==> src/rtl/jtframe_frac_cenx_if.sv <==
`default_nettype none
// ============================================================================
//  Module   : jtframe_frac_cenx_if
//  Brief    : Ratio-load / clock-enable bundle for jtframe_frac_cenx.
//  Revision : 1.0  initial release
// ============================================================================
interface jtframe_frac_cenx_if #(
    parameter int W  = 4,
    parameter int WC = 10
);
    logic [WC-1:0] n;
    logic [WC-1:0] m;
    logic          load;
    logic          en;
    logic [W-1:0]  cen;
    logic [W-1:0]  cenb;
    logic          busy;

    modport master (
        output n, m, load, en,
        input  cen, cenb, busy
    );

    modport slave (
        input  n, m, load, en,
        output cen, cenb, busy
    );
endinterface
`default_nettype wire

==> src/rtl/jtframe_frac_cenx.sv <==
`default_nettype none
// ============================================================================
//  Module   : jtframe_frac_cenx
//  Brief    : Fractional n/m clock-enable generator with binary sub-rates.
//  Revision : 1.0  initial release
// ============================================================================
module jtframe_frac_cenx #(
    parameter int W     = 4,
    parameter int WC    = 10,
    parameter int N_RST = 1,
    parameter int M_RST = 2
) (
    input  logic               clk,
    input  logic               rst_n,
    jtframe_frac_cenx_if.slave cen_if
);

    localparam logic [WC-1:0] c_n_rst    = WC'(N_RST);
    localparam logic [WC-1:0] c_m_rst    = WC'(M_RST);
    localparam logic          c_busy_rst = (N_RST != 0) && (M_RST != 0);

    logic [WC-1:0] rn_q,   rn_d;
    logic [WC-1:0] rm_q,   rm_d;
    logic [WC-1:0] acc_q,  acc_d;
    logic [W-1:0]  e_q,    e_d;
    logic [W-1:0]  cen_q,  cen_d;
    logic [W-1:0]  cenb_q, cenb_d;
    logic          busy_q, busy_d;

    logic [WC:0]   w_sum;
    logic          w_sat;
    logic          w_base;

    // One spare bit so acc+rn cannot wrap before the compare against rm.
    assign w_sum  = {1'b0, acc_q} + {1'b0, rn_q};
    assign w_sat  = (rn_q >= rm_q);
    assign w_base = cen_if.en & ~cen_if.load & busy_q & (w_sum >= {1'b0, rm_q});

    for (genvar i = 0; i < W; i++) begin : g_pulse
        if (i == 0) begin : g_base
            assign cen_d[i]  = w_base;
            assign cenb_d[i] = 1'b0;
        end else begin : g_div
            localparam int unsigned c_half = 32'd1 << (i - 1);
            assign cen_d[i]  = w_base & (e_q[i-1:0] == '0);
            assign cenb_d[i] = w_base & (e_q[i-1:0] == c_half[i-1:0]);
        end
    end

    always_comb begin
        rn_d   = rn_q;
        rm_d   = rm_q;
        acc_d  = acc_q;
        e_d    = e_q;
        busy_d = busy_q;
        if (cen_if.load) begin
            rn_d   = cen_if.n;
            rm_d   = cen_if.m;
            acc_d  = '0;
            e_d    = '0;
            busy_d = (cen_if.n != '0) && (cen_if.m != '0);
        end else if (cen_if.en && busy_q) begin
            // A ratio of one or more saturates: fire every cycle, keep phase at zero.
            if (w_sat) begin
                acc_d = '0;
            end else if (w_base) begin
                acc_d = WC'(w_sum - {1'b0, rm_q});
            end else begin
                acc_d = w_sum[WC-1:0];
            end
            if (w_base) begin
                e_d = e_q + 1'b1;
            end
        end
    end

    always_ff @(posedge clk or negedge rst_n) begin
        if (!rst_n) begin
            rn_q   <= c_n_rst;
            rm_q   <= c_m_rst;
            acc_q  <= '0;
            e_q    <= '0;
            cen_q  <= '0;
            cenb_q <= '0;
            busy_q <= c_busy_rst;
        end else begin
            rn_q   <= rn_d;
            rm_q   <= rm_d;
            acc_q  <= acc_d;
            e_q    <= e_d;
            cen_q  <= cen_d;
            cenb_q <= cenb_d;
            busy_q <= busy_d;
        end
    end

    assign cen_if.cen  = cen_q;
    assign cen_if.cenb = cenb_q;
    assign cen_if.busy = busy_q;

endmodule
`default_nettype wire
==> src/flat_wrapper.sv <==
// flat-port wrapper written by rule: the top's interface ports become plain ports
module jtframe_frac_cenx_flat 
#(
    parameter int W     = 4,
    parameter int WC    = 10,
    parameter int N_RST = 1,
    parameter int M_RST = 2
)
  (clk, rst_n, cen_if_n, cen_if_m, cen_if_load, cen_if_en, cen_if_cen, cen_if_cenb, cen_if_busy);
  jtframe_frac_cenx_if #(.W(W), .WC(WC)) cen_if_i ();
  input  logic clk;
  input  logic rst_n;
  input wire logic [$bits(cen_if_i.n)-1:0] cen_if_n;
  input wire logic [$bits(cen_if_i.m)-1:0] cen_if_m;
  input wire logic [$bits(cen_if_i.load)-1:0] cen_if_load;
  input wire logic [$bits(cen_if_i.en)-1:0] cen_if_en;
  output wire logic [$bits(cen_if_i.cen)-1:0] cen_if_cen;
  output wire logic [$bits(cen_if_i.cenb)-1:0] cen_if_cenb;
  output wire logic [$bits(cen_if_i.busy)-1:0] cen_if_busy;
  assign cen_if_i.n = cen_if_n;
  assign cen_if_i.m = cen_if_m;
  assign cen_if_i.load = cen_if_load;
  assign cen_if_i.en = cen_if_en;
  assign cen_if_cen = cen_if_i.cen;
  assign cen_if_cenb = cen_if_i.cenb;
  assign cen_if_busy = cen_if_i.busy;
  jtframe_frac_cenx #(.W(W), .WC(WC), .N_RST(N_RST), .M_RST(M_RST)) u_core (.clk(clk), .rst_n(rst_n), .cen_if(cen_if_i));
endmodule
==> config.mk <==
export PLATFORM = sky130hd
export DESIGN_NAME = jtframe_frac_cenx_flat
export DESIGN_NICKNAME = d
export VERILOG_FILES = /design/src/rtl/jtframe_frac_cenx_if.sv /design/src/rtl/jtframe_frac_cenx.sv /design/src/flat_wrapper.sv
export SDC_FILE = /design/constraint.sdc
export NUM_CORES = 1
export LEC_CHECK = 0
export CAP_MARGIN = 20
export CORE_UTILIZATION = 45
export CTS_CLUSTER_SIZE = 20
export DETAILED_ROUTE_END_ITERATION = 7
export GPL_ROUTABILITY_DRIVEN = 0
export GPL_TIMING_DRIVEN = 0
export PLACE_DENSITY = 0.78
export SETUP_SLACK_MARGIN = 0.2
export SYNTH_ARGS = -nofsm -noshare
export SYNTH_HDL_FRONTEND = slang
export SYNTH_SLANG_ARGS = --single-unit
==> constraint.sdc <==
create_clock -name clk -period 4.05 [get_ports clk]
set_input_delay 0.81 -clock clk [delete_from_list [all_inputs] [get_ports clk]]
set_output_delay 0.81 -clock clk [all_outputs]
set_load 0.005 [all_outputs]
Yosys cells after proc, flatten, opt, wreduce, memory -nomap -nowiden

Index checks and enable logic that the tools add are counted.

Logic and storage cells: 41
Bits of input ports: 24
Output and inout port bits: 9
Bits in registers: 42

Equal/unequal tests: 2
Magnitude comparators: 2
$add $sub $neg: 3
Reductions and logical operators: 9
Multiplexer cells: 7
Bitwise gates (word level): 11

Operators by type and width:

| kind                                                           | number |
|---|---|
| 10-bit two-way mux                                             | 4 |
| 10-bit nonzero test                                            | 2 |
| 4-bit two-way mux                                              | 3 |
| 10-bit by 10-bit adder with 11-bit output                      | 1 |
| 11-bit by 10-bit >= comparator with 1-bit output               | 1 |
| 10-bit >= comparator                                           | 1 |
| 10-bit subtractor                                              | 1 |
| 1-bit bitwise AND                                              | 9 |
| 4-bit by 1-bit adder with 4-bit output (second input constant) | 1 |
| 2-bit nonzero test                                             | 2 |
| 3-bit == test (second input constant)                          | 1 |
| 3-bit zero test                                                | 1 |
| 2-bit == test (second input constant)                          | 1 |
| 1-bit logical AND                                              | 2 |
| 2-bit zero test                                                | 1 |
| 1-bit NOT                                                      | 2 |
| 2-bit AND reduction                                            | 1 |

Depth between registers and ports, before layout

Gate-level depths: netlist of the first run.

Depth after elaboration: 8
Depth in mapped cells: 16
Depth with buffers taken out: 15

Worst setup path before layout of the first run

OpenSTA, ideal clock, no wires.

Path type: register to register
Start: reg u_core.rn_q[0]
End: reg u_core.e_q[1]
Buffers on the path: 0
Data arrival time: 3.198 ns
Data required time: 3.967 ns
Stages on the path, launching flop included: 16
Path slack: 0.770 ns
Cell sequence: dfstp_2 ha_1 inv_1 fa_1 and2b_1 o2111ai_2 nand3_1 a21oi_1 xnor2_1 ha_1 a21oi_1 o21ai_0 o31ai_2 nand2_1 a311o_1 o21ai_0

Longest elaborated chain between the ends: 5

Ends and longest elaborated chain:

| item                                             | line                    | text |
|---|---|---|
| start, declared                                  | jtframe_frac_cenx.sv:22 | `logic [WC-1:0] rn_q, rn_d;` |
| start signal, assigned                           | jtframe_frac_cenx.sv:79 | `rn_q <= c_n_rst;` |
| start signal, assigned                           | jtframe_frac_cenx.sv:87 | `rn_q <= rn_d;` |
| 10-bit by 10-bit adder with 11-bit output        | jtframe_frac_cenx.sv:35 | `assign w_sum = {1'b0, acc_q} + {1'b0, rn_q};` |
| 11-bit by 10-bit >= comparator with 1-bit output | jtframe_frac_cenx.sv:37 | `assign w_base = cen_if.en & ~cen_if.load & busy_q & (w_sum >= {1'b0, rm_q});` |
| 1-bit bitwise AND                                | jtframe_frac_cenx.sv:37 |  |
| 2-bit nonzero test (no line)                     | -                       |  |
| 2-bit AND reduction (no line)                    | -                       |  |
| end signal, assigned                             | jtframe_frac_cenx.sv:82 | `e_q <= '0;` |
| end signal, assigned                             | jtframe_frac_cenx.sv:90 | `e_q <= e_d;` |
| end, declared                                    | jtframe_frac_cenx.sv:25 | `logic [W-1:0] e_q, e_d;` |

Every way passes these cells.
A chain may end at the register's enable or synchronous reset.

Worst setup path after layout of the first run

Ends and elaborated chain as after synthesis.

==> results.sh, run 1 <==
export IMPL_run_status="completed"
export IMPL_holdWs_ps=372
export IMPL_synth_top_cells_by_area="sky130_fd_sc_hd__dfrtp_1 (34%), sky130_fd_sc_hd__ha_1 (15%), sky130_fd_sc_hd__nand2_1 (4.4%), sky130_fd_sc_hd__xnor2_1 (4.1%), sky130_fd_sc_hd__mux2_2 (3.6%)"
export IMPL_timing_critical_path_fanout_max=8
export IMPL_postSynthCellCount=291
export IMPL_routed_via_count=2324
export IMPL_report_final_slew_viol_count=0
export IMPL_cts_root_buf="sky130_fd_sc_hd__clkbuf_8"
export IMPL_grt_pass1_vias=2324
export IMPL_clk_pin_slew_ps=80
export IMPL_clkSinkCount=41
export IMPL_nets=393
export IMPL_boundary_pin_count=33
export IMPL_report_final_hold_viol_count=0
export IMPL_ant_nets=0
export IMPL_p_per_area_mw_per_mm2=589
export IMPL_synth_commonest_cells="sky130_fd_sc_hd__dfrtp_1 (38), sky130_fd_sc_hd__ha_1 (33), sky130_fd_sc_hd__nand2_1 (33), sky130_fd_sc_hd__inv_1 (21), sky130_fd_sc_hd__o21ai_0 (20)"
export IMPL_htreeDepth=2
export IMPL_share_of_layout_cells_above_drive_strength_1=0.143
export IMPL_place_port_buffers=31
export IMPL_die_x_extent_um=80.8
export IMPL_ys_warn_count=0
export IMPL_yosysMostFrequentCell="sky130_fd_sc_hd__dfrtp_1"
export IMPL_grt_busiest_layer="met2"
export IMPL_crit_path_top_delay_cell="sky130_fd_sc_hd__dfstp_2"
export IMPL_grt_first_pass_wirelength_um=11200
export IMPL_required_ps=4270
export IMPL_die_area_sq_mm=0.00653
export IMPL_grt_setup_unrepaired="no"
export IMPL_mappedNetlistNets=350
export IMPL_synth_seq_cells=41
export IMPL_netlist_area_before_placement_sq_mm=0.00280
export IMPL_cp_common_cell="sky130_fd_sc_hd__a21oi_1"
export IMPL_crit_type="reg2reg"
export IMPL_drv_max_cap_violation_count=0
export IMPL_rows=28
export IMPL_setup_ws_ps=294
export IMPL_cts_made_buffers=5
export IMPL_worstPathArrival_ps=3980
export IMPL_slew_limit_headroom=0.377
export IMPL_track_usage=0.233
export IMPL_critical_path_endpoint_type="flop"
export IMPL_timing_final_crit_share=0.927
export IMPL_gr_total_overflow=0
export IMPL_post_place_ws_ps=226
export IMPL_synth_cell_types=55
export IMPL_detailedRoute_firstIterationViolations=185
export IMPL_tritoncts_clock_tree="yes"
export IMPL_average_wire_length_per_cell_after_detail_routing_um=16.9
export IMPL_critPathTopFamily="compound AO/OA/AOI/OAI gates"
export IMPL_yosys_most_used_dff="sky130_fd_sc_hd__dfrtp_1"
export IMPL_effective_utilization_at_floorplan=0.469
export IMPL_yosysTopAreaCell="sky130_fd_sc_hd__dfrtp_1"
export IMPL_timing_critical_path_slowest_cell_delay_ps=540
export IMPL_buffer_levels_on_the_longest_clock_path=2
export IMPL_route_detailed_drc=0
export IMPL_critical_path_n_buffers_inverters=2
export IMPL_n_antenna_cell=0
export IMPL_die_h_um=80.8
export IMPL_timing_worst_slew_pin_value_ps=925
export IMPL_timing_hold_worst_class="in2async"
export IMPL_max_freq_ghz=0.266
export IMPL_finalSetupViolations=0
export IMPL_average_cell_area_after_synthesis_sq_um=9.61
export IMPL_drt_first_pass_iters=4
export IMPL_synth_edf_count=0
export IMPL_worst_ir_drop_vdd_v=0.000283
export IMPL_yosysSeqAreaShare=0.368
export IMPL_number_of_vias_per_cell_after_detailed_routing=5.67
export IMPL_wl_um=6930
export IMPL_number_of_antenna_violations_at_the_first_check_in_global_routing=0
export IMPL_floorplan_core_area_sq_mm=0.00596
export IMPL_use_met1=0.301
export IMPL_numPlacedInstances=398
export IMPL_setup_tns_final_ps=0
export IMPL_skew_ps=7.50
export IMPL_place_hpwl_um=5100
export IMPL_synth_top_cell_area_share=0.340
export IMPL_fin_crit_ps=3760
export IMPL_areaGrowthSynthToFinish_pct=22.5
export IMPL_grt_max_degree=31
export IMPL_power_leakage_uw=0.00157
export IMPL_chain_of_cells_forming_the_critical_path="ha_2 -> inv_1 -> fa_2 -> and2b_2 -> o2111ai_4 -> nand3_2 -> a21oi_1 -> xnor2_1 -> buf_4 -> ha_4 -> a21oi_1 -> o21ai_2 -> o31ai_4 -> nand2_1 -> a311o_1 -> o21ai_0"
export IMPL_number_of_standard_cells_in_the_final_layout_excluding_fillers=410
export IMPL_cp_launch_type="flop"
export IMPL_globalRouteMet2Util=0.401
export IMPL_groute_layer_met3_usage=0.0404
export IMPL_final_core_utilization=0.575
export IMPL_clkLatencyLatePin_ps=300
export IMPL_postSynth_asyncResetShare=1.00
[state kept, by name (all words and copies together), names as in the netlist]
register / cells
u_core.acc_q: 10
u_core.cen_if.busy: 1
u_core.cen_if.cen: 4
u_core.cen_if.cenb: 3
u_core.e_q: 3
u_core.rm_q: 10
u_core.rn_q: 10
[power breakdown]
group	switching, uW	internal, uW	total (uW)
clock	152	154	306
sequential	38.7	471	509
combinational	687	514	1200
total	877	1140	2020
[cell type report]
| class | instances | area [sq um] |
|---|---|---|
| timing repair buffer | 36 | 355 |
| buffer | 7 | 31.3 |
| tap | 75 | 93.8 |
| inverter | 21 | 78.8 |
| fill | 543 | 2530 |
| multi-input combinational | 222 | 1730 |
| clock buffer | 7 | 96.3 |
| clock inverter | 1 | 5.00 |
| sequential | 41 | 1030 |
[kinds of logic (layout without fill, tap and decap cells)]
| kind of cell | count (synthesis) | count (layout) | synth area share |
|---|---|---|---|
| AOI/OAI and AO/OA | 72 | 72 | 0.178 |
| other | 1 | 1 | 0.00134 |
| DFF | 41 | 41 | 0.368 |
| and+or+nand+nor | 88 | 88 | 0.161 |
| xor gates and xnor gates | 16 | 16 | 0.0501 |
| buffers and inverters | 28 | 72 | 0.0394 |
| muxes | 10 | 10 | 0.0398 |
| adders and majority gates | 35 | 35 | 0.162 |
[timing repair]
action,CTS,global route
hold endpoints to repair,0,0
pin swaps,3,4
resized for setup,4,12
endpoints found under the setup margin,10,18
buffers inserted,2,2
hold buffers,0,0
[metrics by stage]
step                power, uW  area (sq um)
floorplan                1300          2800
global placement         1520          3200
detailed placement       1560          3210
CTS                      1920          3340
global route             2150          3420
finish                   2020          3420
[path summary, 6_finish.rpt]
check / start / to / slack (ps) / cells after the start
setup reg to reg: u_core.rn_q[0]$_DFFE_PN1P_ / u_core.e_q[1]$_DFFE_PN0P_ / 290 / 16
hold / removal: rst_n / u_core.cen_if.cenb[3]$_DFF_PN0_ / 370 / 1
min in group clk: u_core.e_q[2]$_DFFE_PN0P_ / u_core.cen_if.cen[3]$_DFF_PN0_ / 480 / 1
hold reg to reg: u_core.e_q[2]$_DFFE_PN0P_ / u_core.cen_if.cen[3]$_DFF_PN0_ / 480 / 1
max in group asynchronous: rst_n / u_core.cen_if.busy$_DFFE_PN1P_ / 3150 / 2
setup / recovery: u_core.rn_q[0]$_DFFE_PN1P_ / u_core.e_q[1]$_DFFE_PN0P_ / 290 / 16
[metal layers]
layer | vias to the layer above | share of wire
li1 | 1132 | -
met1 | 1129 | 0.47
met2 | 55 | 0.49
met3 | 8 | 0.035
met4 | 0 | 0.013
met5 | - | 0
[placed cells by master, fill, tap and decap left out, types with 2 or more instances in the layout]
master and n:
sky130_fd_sc_hd__o31ai_4 2, sky130_fd_sc_hd__clkbuf_8 7, sky130_fd_sc_hd__nand2b_1 4, sky130_fd_sc_hd__clkdlybuf4s50_1 30, sky130_fd_sc_hd__buf_2 2, sky130_fd_sc_hd__ha_2 2, sky130_fd_sc_hd__nor2b_1 3, sky130_fd_sc_hd__xor2_1 2
sky130_fd_sc_hd__and3_1 2, sky130_fd_sc_hd__a21oi_1 14, sky130_fd_sc_hd__o21ai_0 19, sky130_fd_sc_hd__nand4_1 5, sky130_fd_sc_hd__o21ai_1 2, sky130_fd_sc_hd__a21o_1 8, sky130_fd_sc_hd__ha_1 30, sky130_fd_sc_hd__dfstp_2 3
sky130_fd_sc_hd__dfrtp_1 38, sky130_fd_sc_hd__inv_1 21, sky130_fd_sc_hd__mux2_2 9, sky130_fd_sc_hd__o21a_1 2, sky130_fd_sc_hd__nand3_1 13, sky130_fd_sc_hd__nand2_1 33, sky130_fd_sc_hd__xnor2_1 13, sky130_fd_sc_hd__buf_4 5
sky130_fd_sc_hd__nand3_2 2, sky130_fd_sc_hd__or4_1 4, sky130_fd_sc_hd__a32o_1 2, sky130_fd_sc_hd__nor4_1 2, sky130_fd_sc_hd__a21oi_2 3, sky130_fd_sc_hd__a31oi_1 2, sky130_fd_sc_hd__o311ai_1 3, sky130_fd_sc_hd__clkbuf_1 4
sky130_fd_sc_hd__nor2_1 11
No activity file was read; power rests on OpenSTA's default activity.
==> run 2, diff against run 1 <==
Settings changed: CAP_MARGIN 20 to default.
==> results of run 2 <==
The final DEF is identical to that of run 1; final timing and power are the same.
